[src/rtl/pc_pkg.sv]
// pc_pkg: shared FSM state encodings and default vectors for the PC generator.
package pc_pkg;
  localparam logic [1:0] IDLE   = 2'd0;
  localparam logic [1:0] REQ    = 2'd1;
  localparam logic [1:0] HALTED = 2'd2;
  localparam logic [31:0] PC_RESET_VEC = 32'h0040_0000;
  localparam logic [31:0] PC_EXC_VEC   = 32'h0040_0004;
  localparam int PC_STEP = 4;
endpackage

[src/rtl/pc_redirect_sel.sv]
// pc_redirect_sel: priority select of the next fetch target plus misalign check.
// Ports: exc_valid_i/redir_valid_i/redir_pc_i new redirect requests, pend_v_i/pend_pc_i
// buffered redirect; target_o winning address, take_o any redirect wins, misalign_o
// redirect replaced by EXC_VEC.
module pc_redirect_sel
  import pc_pkg::*;
#(
  parameter int               WIDTH   = 32,
  parameter logic [WIDTH-1:0] EXC_VEC = WIDTH'(PC_EXC_VEC)
) (
  input  logic             exc_valid_i,
  input  logic             redir_valid_i,
  input  logic [WIDTH-1:0] redir_pc_i,
  input  logic             pend_v_i,
  input  logic [WIDTH-1:0] pend_pc_i,
  output logic [WIDTH-1:0] target_o,
  output logic             take_o,
  output logic             misalign_o
);
  // An exception masks the misalign report since its vector wins anyway.
  assign misalign_o = redir_valid_i & ~exc_valid_i & (|redir_pc_i[1:0]);
  assign take_o     = exc_valid_i | redir_valid_i | pend_v_i;
  assign target_o   = (exc_valid_i | misalign_o) ? EXC_VEC :
                      redir_valid_i ? redir_pc_i : pend_pc_i;
endmodule

[src/rtl/pc_gen.sv]
// pc_gen: program-counter generator with fetch handshake, redirect buffer, exceptions and halt.
// Ports: clk/reset (async, active-high), en global enable, stall/halt control,
// redir_valid/redir_pc/exc_valid redirect sources, fetch_req/fetch_addr/fetch_ack memory
// handshake, pc_o/pc_valid committed PC to decode, misalign redirect-replaced pulse.
module pc_gen
  import pc_pkg::*;
#(
  parameter int               WIDTH     = 32,
  parameter logic [WIDTH-1:0] RESET_VEC = WIDTH'(PC_RESET_VEC),
  parameter logic [WIDTH-1:0] EXC_VEC   = WIDTH'(PC_EXC_VEC),
  parameter int               STEP      = PC_STEP
) (
  input  logic             clk,
  input  logic             reset,
  input  logic             en,
  input  logic             stall,
  input  logic             halt,
  input  logic             redir_valid,
  input  logic [WIDTH-1:0] redir_pc,
  input  logic             exc_valid,
  output logic             fetch_req,
  output logic [WIDTH-1:0] fetch_addr,
  input  logic             fetch_ack,
  output logic [WIDTH-1:0] pc_o,
  output logic             pc_valid,
  output logic             misalign
);
  logic [1:0]       state_q, state_d;
  logic [WIDTH-1:0] fa_q, fa_d, pc_q, pc_d, pend_pc_q, pend_pc_d, target;
  logic             pend_v_q, pend_v_d, valid_q, valid_d, mis_q, mis_d;
  logic             take, mis_sel, ack, fresh;

  pc_redirect_sel #(.WIDTH(WIDTH), .EXC_VEC(EXC_VEC)) u_sel (
    .exc_valid_i  (exc_valid),
    .redir_valid_i(redir_valid),
    .redir_pc_i   (redir_pc),
    .pend_v_i     (pend_v_q),
    .pend_pc_i    (pend_pc_q),
    .target_o     (target),
    .take_o       (take),
    .misalign_o   (mis_sel)
  );

  assign fetch_req  = (state_q == REQ) & en & ~stall;
  assign ack        = fetch_req & fetch_ack;
  assign fresh      = exc_valid | redir_valid;
  assign fetch_addr = fa_q;
  assign pc_o       = pc_q;
  assign pc_valid   = valid_q & en;
  assign misalign   = mis_q;

  // A redirect seen while stalled is parked in pend_pc and applied on the
  // first unstalled edge; an ack on that edge returns a stale word and is dropped.
  always_comb begin
    state_d   = halt ? HALTED : (state_q == IDLE) ? REQ : state_q;
    fa_d      = fa_q;
    pc_d      = pc_q;
    pend_pc_d = pend_pc_q;
    pend_v_d  = pend_v_q;
    valid_d   = 1'b0;
    mis_d     = mis_sel & (state_q != HALTED);
    if (state_q != HALTED) begin
      if (ack && !take) begin
        pc_d    = fa_q;
        valid_d = 1'b1;
        fa_d    = fa_q + WIDTH'(STEP);
      end else if (ack || (!stall && take)) begin
        fa_d     = target;
        pend_v_d = 1'b0;
      end else if (stall && fresh) begin
        pend_pc_d = target;
        pend_v_d  = 1'b1;
      end
    end
  end

  always_ff @(posedge clk or posedge reset) begin
    if (reset) begin
      state_q   <= IDLE;
      fa_q      <= RESET_VEC;
      pc_q      <= RESET_VEC;
      pend_pc_q <= RESET_VEC;
      pend_v_q  <= 1'b0;
      valid_q   <= 1'b0;
      mis_q     <= 1'b0;
    end else if (en) begin
      state_q   <= state_d;
      fa_q      <= fa_d;
      pc_q      <= pc_d;
      pend_pc_q <= pend_pc_d;
      pend_v_q  <= pend_v_d;
      valid_q   <= valid_d;
      mis_q     <= mis_d;
    end
  end
endmodule

[config.mk]
export PLATFORM = sky130hd
export DESIGN_NAME = pc_gen
export DESIGN_NICKNAME = d
export VERILOG_FILES = /design/src/rtl/pc_pkg.sv /design/src/rtl/pc_redirect_sel.sv /design/src/rtl/pc_gen.sv
export SDC_FILE = /design/constraint.sdc
export NUM_CORES = 1
export LEC_CHECK = 0
export ABC_AREA = 0
export BUFFER_PORTS_ARGS = -buffer_cell sky130_fd_sc_hd__clkbuf_2
export CORE_ASPECT_RATIO = 0.7
export CORE_MARGIN = 1
export CORE_UTILIZATION = 50
export DETAILED_ROUTE_END_ITERATION = 10
export GPL_TIMING_DRIVEN = 0
export PLACE_DENSITY = 0.77
export SLEW_MARGIN = 5
export SYNTH_ARGS = -nofsm -noshare
export SYNTH_HDL_FRONTEND = slang
export SYNTH_SLANG_ARGS = --single-unit
[constraint.sdc]
create_clock -name clk -period 3.5 [get_ports clk]
set_input_delay 1.05 -clock clk [delete_from_list [all_inputs] [get_ports clk]]
set_output_delay 1.05 -clock clk [all_outputs]
set_load 0.01 [all_outputs]
==> flow_metrics.tcl, run 1 <==
set metrics [dict create \
    via_count_of_the_first_global_routing_pass 4317 \
    cpMostUsedCell "sky130_fd_sc_hd__clkbuf_2" \
    routedWlPerCell_um 18.95 \
    pin_count 107 \
    arrival_ns 1.72 \
    total_drc_errors_in_the_routed_layout 0 \
    gr-total-overflow 0 \
    power.ir.vdd_worst_uv 264.3 \
    postLayoutCellArea_um2 6128 \
    largest_net_degree_at_the_start_of_global_routing 39 \
    synthCells 549 \
    max_freq_ghz 0.3609 \
    grt_pass1_wl_mm 23.63 \
    avgSynthCellArea_um2 9.273 \
    timing.setup.critical_path_class "input pin to primary output" \
    worstSkewPairLatency_ns 0.35 \
    tritoncts "built" \
    skew_ns 0.006222 \
    antenna_found_initial 0 \
    timing.setup.tns_ns 0 \
    post_cts.resized_instances 0 \
    drv.max_cap_violation_count 0 \
    cts-hold-fix-buffers 0 \
    syn-num-nets 590 \
    critical_path.slowest_cell "sky130_fd_sc_hd__and4bb_4" \
    synth_sequential_area_ratio 0.4972 \
    synth_top_flop_cell "sky130_fd_sc_hd__dfrtp_1" \
    report.final.hold_viol_count 0 \
    clock_pin_slew_on_the_worst_setup_and_hold_paths_ns 0.07 \
    num_vias 4847 \
    clk_path_buf_depth 2 \
    final_layout_size_suffix_gt1_frac 0.2679 \
    ys_seq_elements 101 \
    num-nets-final 708 \
    synth.cell_area_um2 5091 \
    critical_path_required_ns 2.45 \
    cts_root_buffer "sky130_fd_sc_hd__clkbuf_16" \
    multiInputGateArea_um2 2374 \
    antenna-diode-count 0 \
    post_synth_edffs 0 \
    gpl.final_weighted_congestion 0.9233 \
    final.period_utilization 0.7917 \
    route.final.wire_length_mm 15.16 \
    unrepaired_setup_endpoints_after_global_routing "no" \
    antenna_violating_nets_left 0 \
    setup.worst_path.end_class "primary output" \
    crit_path_max_fanout 6 \
    core_region_area_um2 9797 \
    layout-area-overhead-vs-synth_pct 20.37 \
    fin_crit_ns 2.771 \
    track_usage 0.3003 \
    viasPerCell 6.059 \
    detail_route.iter0.violations 468 \
    cts.sink_count 101 \
    post_cts_buffers 0 \
    timing.hold.worst.class "register to register" \
    synth_common_cells "147 x sky130_fd_sc_hd__nand2_1, 98 x sky130_fd_sc_hd__dfrtp_1, 40 x sky130_fd_sc_hd__o21ai_0, 32 x sky130_fd_sc_hd__a21oi_1, 28 x sky130_fd_sc_hd__nor2_1" \
    start_util 0.5197 \
    count_of_different_cell_masters_after_synthesis 62 \
    placement.cell_area_um2 5821 \
    cts_inserted_buffers 9 \
    p_per_area_nw_per_um2 394.1 \
    tightestPinTransition_ns 0.8305 \
    buffer_ports.inserted 105 \
    synth_async_sr_flop_share 1.000 \
    synth_top_cell_area_share 0.4817 \
    run_status "finished clean" \
    synth.top_cells.by_area "sky130_fd_sc_hd__dfrtp_1 48%, sky130_fd_sc_hd__nand2_1 11%, sky130_fd_sc_hd__o21ai_0 3.9%" \
    synthMostInstantiatedCell "sky130_fd_sc_hd__nand2_1" \
    detailedRoute.firstPassIterationCount 5 \
    floorplan.die.height_um 86.43 \
    crit_path_max_incr_delay_ns 0.39 \
    power.leakage_nw 3.067 \
    maxSlewViolCount 0 \
    htreeDepth 3 \
    critical_path.cell_chain "clkbuf_2 > and4bb_4 > clkbuf_2" \
    synth-warning-count 0 \
    floorplan.die.width_um 122.6 \
    total_area_of_sequential_cells_um2 2531 \
    finalSetupViolations 0 \
    slew_headroom 0.4452 \
    design.die.area_um2 10600 \
    row_count 30 \
    final.fill_count 851 \
    synth_area_leader_cell "sky130_fd_sc_hd__dfrtp_1" \
    cp-start-kind "input pin" \
    estimated_wirelength_of_the_detail_placed_design_mm 11.06 \
]
[where the power goes]
group	leakage, nW	switching [mW]	internal (mW)
clock network	0.145	0.482	0.566
logic	1.55	0.104	0.0617
registers	1.37	0.0226	1.18
[flip-flops by register name (all words and copies together) (netlist names)]
name        cells
misalign        1
pend_pc_q      32
state_q         2
pend_v_q        1
pc_o           32
valid_q         1
fetch_addr     32
[placed cells by master (no fill, tap or decap), types with 4 or more instances in the layout]
cell,synthesis,routed
sky130_fd_sc_hd__clkbuf_16,0,9
sky130_fd_sc_hd__dfrtp_1,98,98
sky130_fd_sc_hd__clkbuf_2,1,106
sky130_fd_sc_hd__clkbuf_1,11,11
sky130_fd_sc_hd__a21oi_1,32,32
sky130_fd_sc_hd__o311ai_1,5,5
sky130_fd_sc_hd__nor2_1,28,28
sky130_fd_sc_hd__nand4_1,7,7
sky130_fd_sc_hd__nor2b_1,5,5
sky130_fd_sc_hd__o22ai_1,6,6
sky130_fd_sc_hd__and3_1,4,4
sky130_fd_sc_hd__a32o_1,7,7
sky130_fd_sc_hd__nand3_1,7,7
sky130_fd_sc_hd__a2bb2oi_1,4,4
sky130_fd_sc_hd__o21ai_0,40,40
sky130_fd_sc_hd__a31oi_1,7,7
sky130_fd_sc_hd__o31ai_1,5,5
sky130_fd_sc_hd__nor3_1,8,8
sky130_fd_sc_hd__buf_2,16,16
sky130_fd_sc_hd__o22a_1,4,4
sky130_fd_sc_hd__mux2_2,14,14
sky130_fd_sc_hd__mux2i_1,17,17
sky130_fd_sc_hd__buf_1,4,4
sky130_fd_sc_hd__and2_1,6,6
sky130_fd_sc_hd__nand2_1,147,147
sky130_fd_sc_hd__inv_1,10,9
[through the flow]
stage               utilization  worst slack (ns)  power, mW  std cells  hold WS (ns)
floorplan                     -             1.044      1.306        549        0.4422
global placement         0.5900            0.6026      1.378        782        0.4457
detailed placement       0.5941            0.6365      1.387        784        0.4626
CTS                      0.6255            0.7320      2.425        800        0.4751
global route             0.6255            0.7092      2.487        800        0.4857
finish                   0.6255            0.7292      2.415        800        0.4705
[metal layers]
layer  up-vias  wire length [µm]  track usage
met4         0               338       0.1109
met1      2348              6964       0.4609
met5         -                 0            0
li1       2183                 -            -
met2       287              6219       0.4081
met3        29              1638      0.06908
[final cells by class]
| class | instances | area share |
|---|---|---|
| multi-input combinational | 405 | 0.3873 |
| inverter | 10 | 0.006737 |
| tap | 128 | 0.02613 |
| sequential | 101 | 0.4130 |
| clock buffer | 9 | 0.03675 |
| buffer | 33 | 0.02430 |
| clock inverter | 7 | 0.01347 |
| timing repair buffer | 107 | 0.09228 |
[worst max-delay path, delay by kind of cell]
family | cells | cell delay, ns
simple gates | 1 | 0.39
buf+inv | 2 | 0.28
[cell families (layout without fill, tap and decap cells)]
logic type | Yosys count | count (layout) | synth area share
and+or+nand+nor | 240 | 240 | 0.2315
DFF | 101 | 101 | 0.4972
AOI/OAI and AO/OA | 133 | 133 | 0.1679
adders and majority gates | 1 | 1 | 0.002457
buffers and inverters | 43 | 166 | 0.03662
muxes | 31 | 31 | 0.06439
[path summary, 6_finish.rpt]
| path | from | endpoint | slack, ns | cells after the start |
|---|---|---|---|---|
| hold / removal | pc_o[22]$_DFFE_PP1P_ | pc_o[22]$_DFFE_PP1P_ | 0.47 | 2 |
| min in group asynchronous | reset | pc_o[29]$_DFFE_PP0P_ | 0.84 | 2 |
| setup / recovery | stall | fetch_req | 0.73 | 3 |
| setup reg to reg | fetch_addr[2]$_DFFE_PP0P_ | fetch_addr[24]$_DFFE_PP0P_ | 1.03 | 5 |
| hold reg to reg | pc_o[22]$_DFFE_PP1P_ | pc_o[22]$_DFFE_PP1P_ | 0.47 | 2 |
| max in group asynchronous | reset | pend_pc_q[22]$_DFFE_PP1P_ | 1.72 | 4 |
Note: power is estimated with default switching activity, not from simulation.
==> run 2, diff against run 1 <==
- clock period: 3.5 -> 2.5 ns (I/O delays scaled with it)
==> run 2 against run 1 <==
Effect of this change:
- core utilization up 0.064 points
- sequential power up 40%
- largest cell class unchanged
- via count down 0.23%
- worst hold slack about the same
- die area unchanged
- count of clock-buffer cells in the layout unchanged
- routed wire length up 0.73%
- largest power group unchanged
- non-clock buffer count unchanged
- first-iteration DRC count down 1.7%
- sequential cell count unchanged
==> flow_metrics.tcl, run 2 (synthesis gave the netlist of run 1 again) <==
set metrics [dict create \
    totalPowerFinal_mw 3.376 \
    largest_net_degree_at_the_start_of_global_routing 39 \
    critical_path_source "fetch_addr[2]$_DFFE_PP0P_" \
    globalRouteMet2Util 0.4081 \
    final_core_util 0.6262 \
    viasPerCell 6.045 \
    power.ir.vdd_worst_uv 369.3 \
    p_int_mw 2.529 \
    cts_inserted_buffers 9 \
    use_met1 0.4609 \
    run_status "finished clean" \
    worstSkewPairLatency_ns 0.35 \
    clk_path_buf_depth 2 \
    finalSetupViolations 0 \
    buffer_ports.inserted 105 \
    unrepaired_setup_endpoints_after_global_routing "no" \
    timing.hold.worst.class "register to register" \
    grt_max_usage_layer "met1" \
    fin_crit_ns 2.320 \
    max_freq_ghz 0.4311 \
    postLayoutCellArea_um2 6135 \
    timing.setup.critical_path_class "register to register" \
    routedWlPerCell_um 19.09 \
    detailedRoute.firstPassIterationCount 5 \
    grt_use_met3 0.06908 \
    track_usage 0.3003 \
    power_switching_mw 0.8465 \
    most_frequent_standard_cell_in_the_layout_excluding_fill_and_tap_cells "sky130_fd_sc_hd__nand2_1" \
    route.final.wire_length_mm 15.27 \
    power.leakage_nw 3.083 \
    detail_route.iter0.violations 460 \
    crit_path_max_incr_delay_ns 0.48 \
    crit_path_max_fanout 10 \
    critical_path_required_ns 2.72 \
    estimated_wirelength_of_the_detail_placed_design_mm 11.06 \
    placement.setup.worst_slack_ns -0.06349 \
    clock_pin_slew_on_the_worst_setup_and_hold_paths_ns 0.07 \
    dpl.cell_count 784 \
    gpl.final_weighted_congestion 0.9233 \
    layout-area-overhead-vs-synth_pct 20.50 \
    placement.cell_area_um2 5821 \
    maxSlewViolCount 0 \
    comb_power_share 0.069 \
    final_layout_size_suffix_gt1_frac 0.2679 \
    share_clk_of_total_power 0.433 \
    report.final.hold_viol_count 0 \
    floorplan.die.width_um 122.6 \
    seq_power_share 0.498 \
    row_count 30 \
    num-nets-final 708 \
    skew_ns 0.005542 \
    htreeDepth 3 \
    arrival_ns 2.54 \
    layout_common_cells "147 x sky130_fd_sc_hd__nand2_1, 106 x sky130_fd_sc_hd__clkbuf_2, 98 x sky130_fd_sc_hd__dfrtp_1" \
    fin_worst_hold_slack_ns 0.4707 \
    final.period_utilization 0.9279 \
    p_per_area_nw_per_um2 550.3 \
    slew_headroom 0.4424 \
    start_util 0.5197 \
    via_count_of_the_first_global_routing_pass 4317 \
    antenna_violating_nets_left 0 \
    layout.cells.non_filler 800 \
    total_drc_errors_in_the_routed_layout 0 \
    cts_root_buffer "sky130_fd_sc_hd__clkbuf_16" \
    tritoncts "built" \
    critical_path.slowest_cell "sky130_fd_sc_hd__nor3_4" \
    min-delay-start "pc_o[22]$_DFFE_PP1P_" \
    cts-hold-fix-buffers 0 \
    antenna-diode-count 0 \
    drv.max_cap_violation_count 0 \
    design.die.area_um2 10600 \
    num_vias 4836 \
    critical_path.top_delay_family "simple AND/OR/NAND/NOR gates" \
    floorplan.die.height_um 86.43 \
    cts.sink_count 101 \
    gr-total-overflow 0 \
    timing.setup.tns_ns 0 \
    antenna_found_initial 0 \
    cp-start-kind "register" \
    source_of_the_worst_register_to_register_timing_path "fetch_addr[2]$_DFFE_PP0P_" \
    timing.final.ws_setup_ns 0.1801 \
    reg2reg_setup_slack_ns 0.18 \
    power.share.switching 0.2507 \
    grt_pass1_wl_mm 23.63 \
    critical_path.cell_chain "ha_1 > nand4_1 > nor3_4 > nand3_1 > o311ai_1" \
    tightestPinTransition_ns 0.8347 \
    setup.worst_path.end_class "register" \
    core_region_area_um2 9797 \
    pin_count 107 \
    cp.buffers_inverters 0 \
]
run 2: cell counts in the layout (fill, tap and decap cells not counted):
Identical to the previous run, type by type.
run 2: power by group through the flow:
stage | Combinational (mW) | Clock (mW) | Sequential, mW
4_1_cts | 0.231 | 1.48 | 1.68
3_5_place_dp | 0.229 | 0 | 1.71
6_report | 0.232 | 1.46 | 1.68
3_3_place_gp | 0.216 | 0 | 1.71
5_1_grt | 0.254 | 1.54 | 1.68
2_1_floorplan | 0.115 | 0 | 1.71
run 2: cell type report:
cell class	count	area, µm²
inverters	10	41.29
well taps	128	160.2
clock inverters	7	82.58
flip-flops and latches	101	2531
repair buffers	107	565.5
clock buffers	9	225.2
fillers	851	3662
multi-input cells	405	2380
plain buffers	33	148.9
run 2: worst reg2reg max path: stages (launching register included):
cell	delay [ns]
sky130_fd_sc_hd__dfrtp_1	0.47
sky130_fd_sc_hd__ha_1	0.26
sky130_fd_sc_hd__nand4_1	0.32
sky130_fd_sc_hd__nor3_4	0.48
sky130_fd_sc_hd__nand3_1	0.26
sky130_fd_sc_hd__o311ai_1	0.40
run 2: path summary, 6_finish.rpt:
kind,end,cells past startpoint
worst max-delay path,fetch_addr[24]$_DFFE_PP0P_,5
worst min-delay path,pc_o[22]$_DFFE_PP1P_,2
worst max register to register,fetch_addr[24]$_DFFE_PP0P_,5
worst min register to register,pc_o[22]$_DFFE_PP1P_,2
max in group asynchronous,pend_pc_q[22]$_DFFE_PP1P_,4
min in group asynchronous,pc_o[29]$_DFFE_PP0P_,2
run 2: repair_timing:
item / 4_1_cts / 5_1_grt
endpoints found under the setup margin: 0 / 1
gates resized for setup: 0 / 1
setup buffers: 0 / 0
run 2: routing by layer:
metal / wire, µm / vias up
met3: 1728 / 26
li1: - / 2191
met1: 6884 / 2312
met4: 330 / 0
met2: 6327 / 307
met5: 0 / -
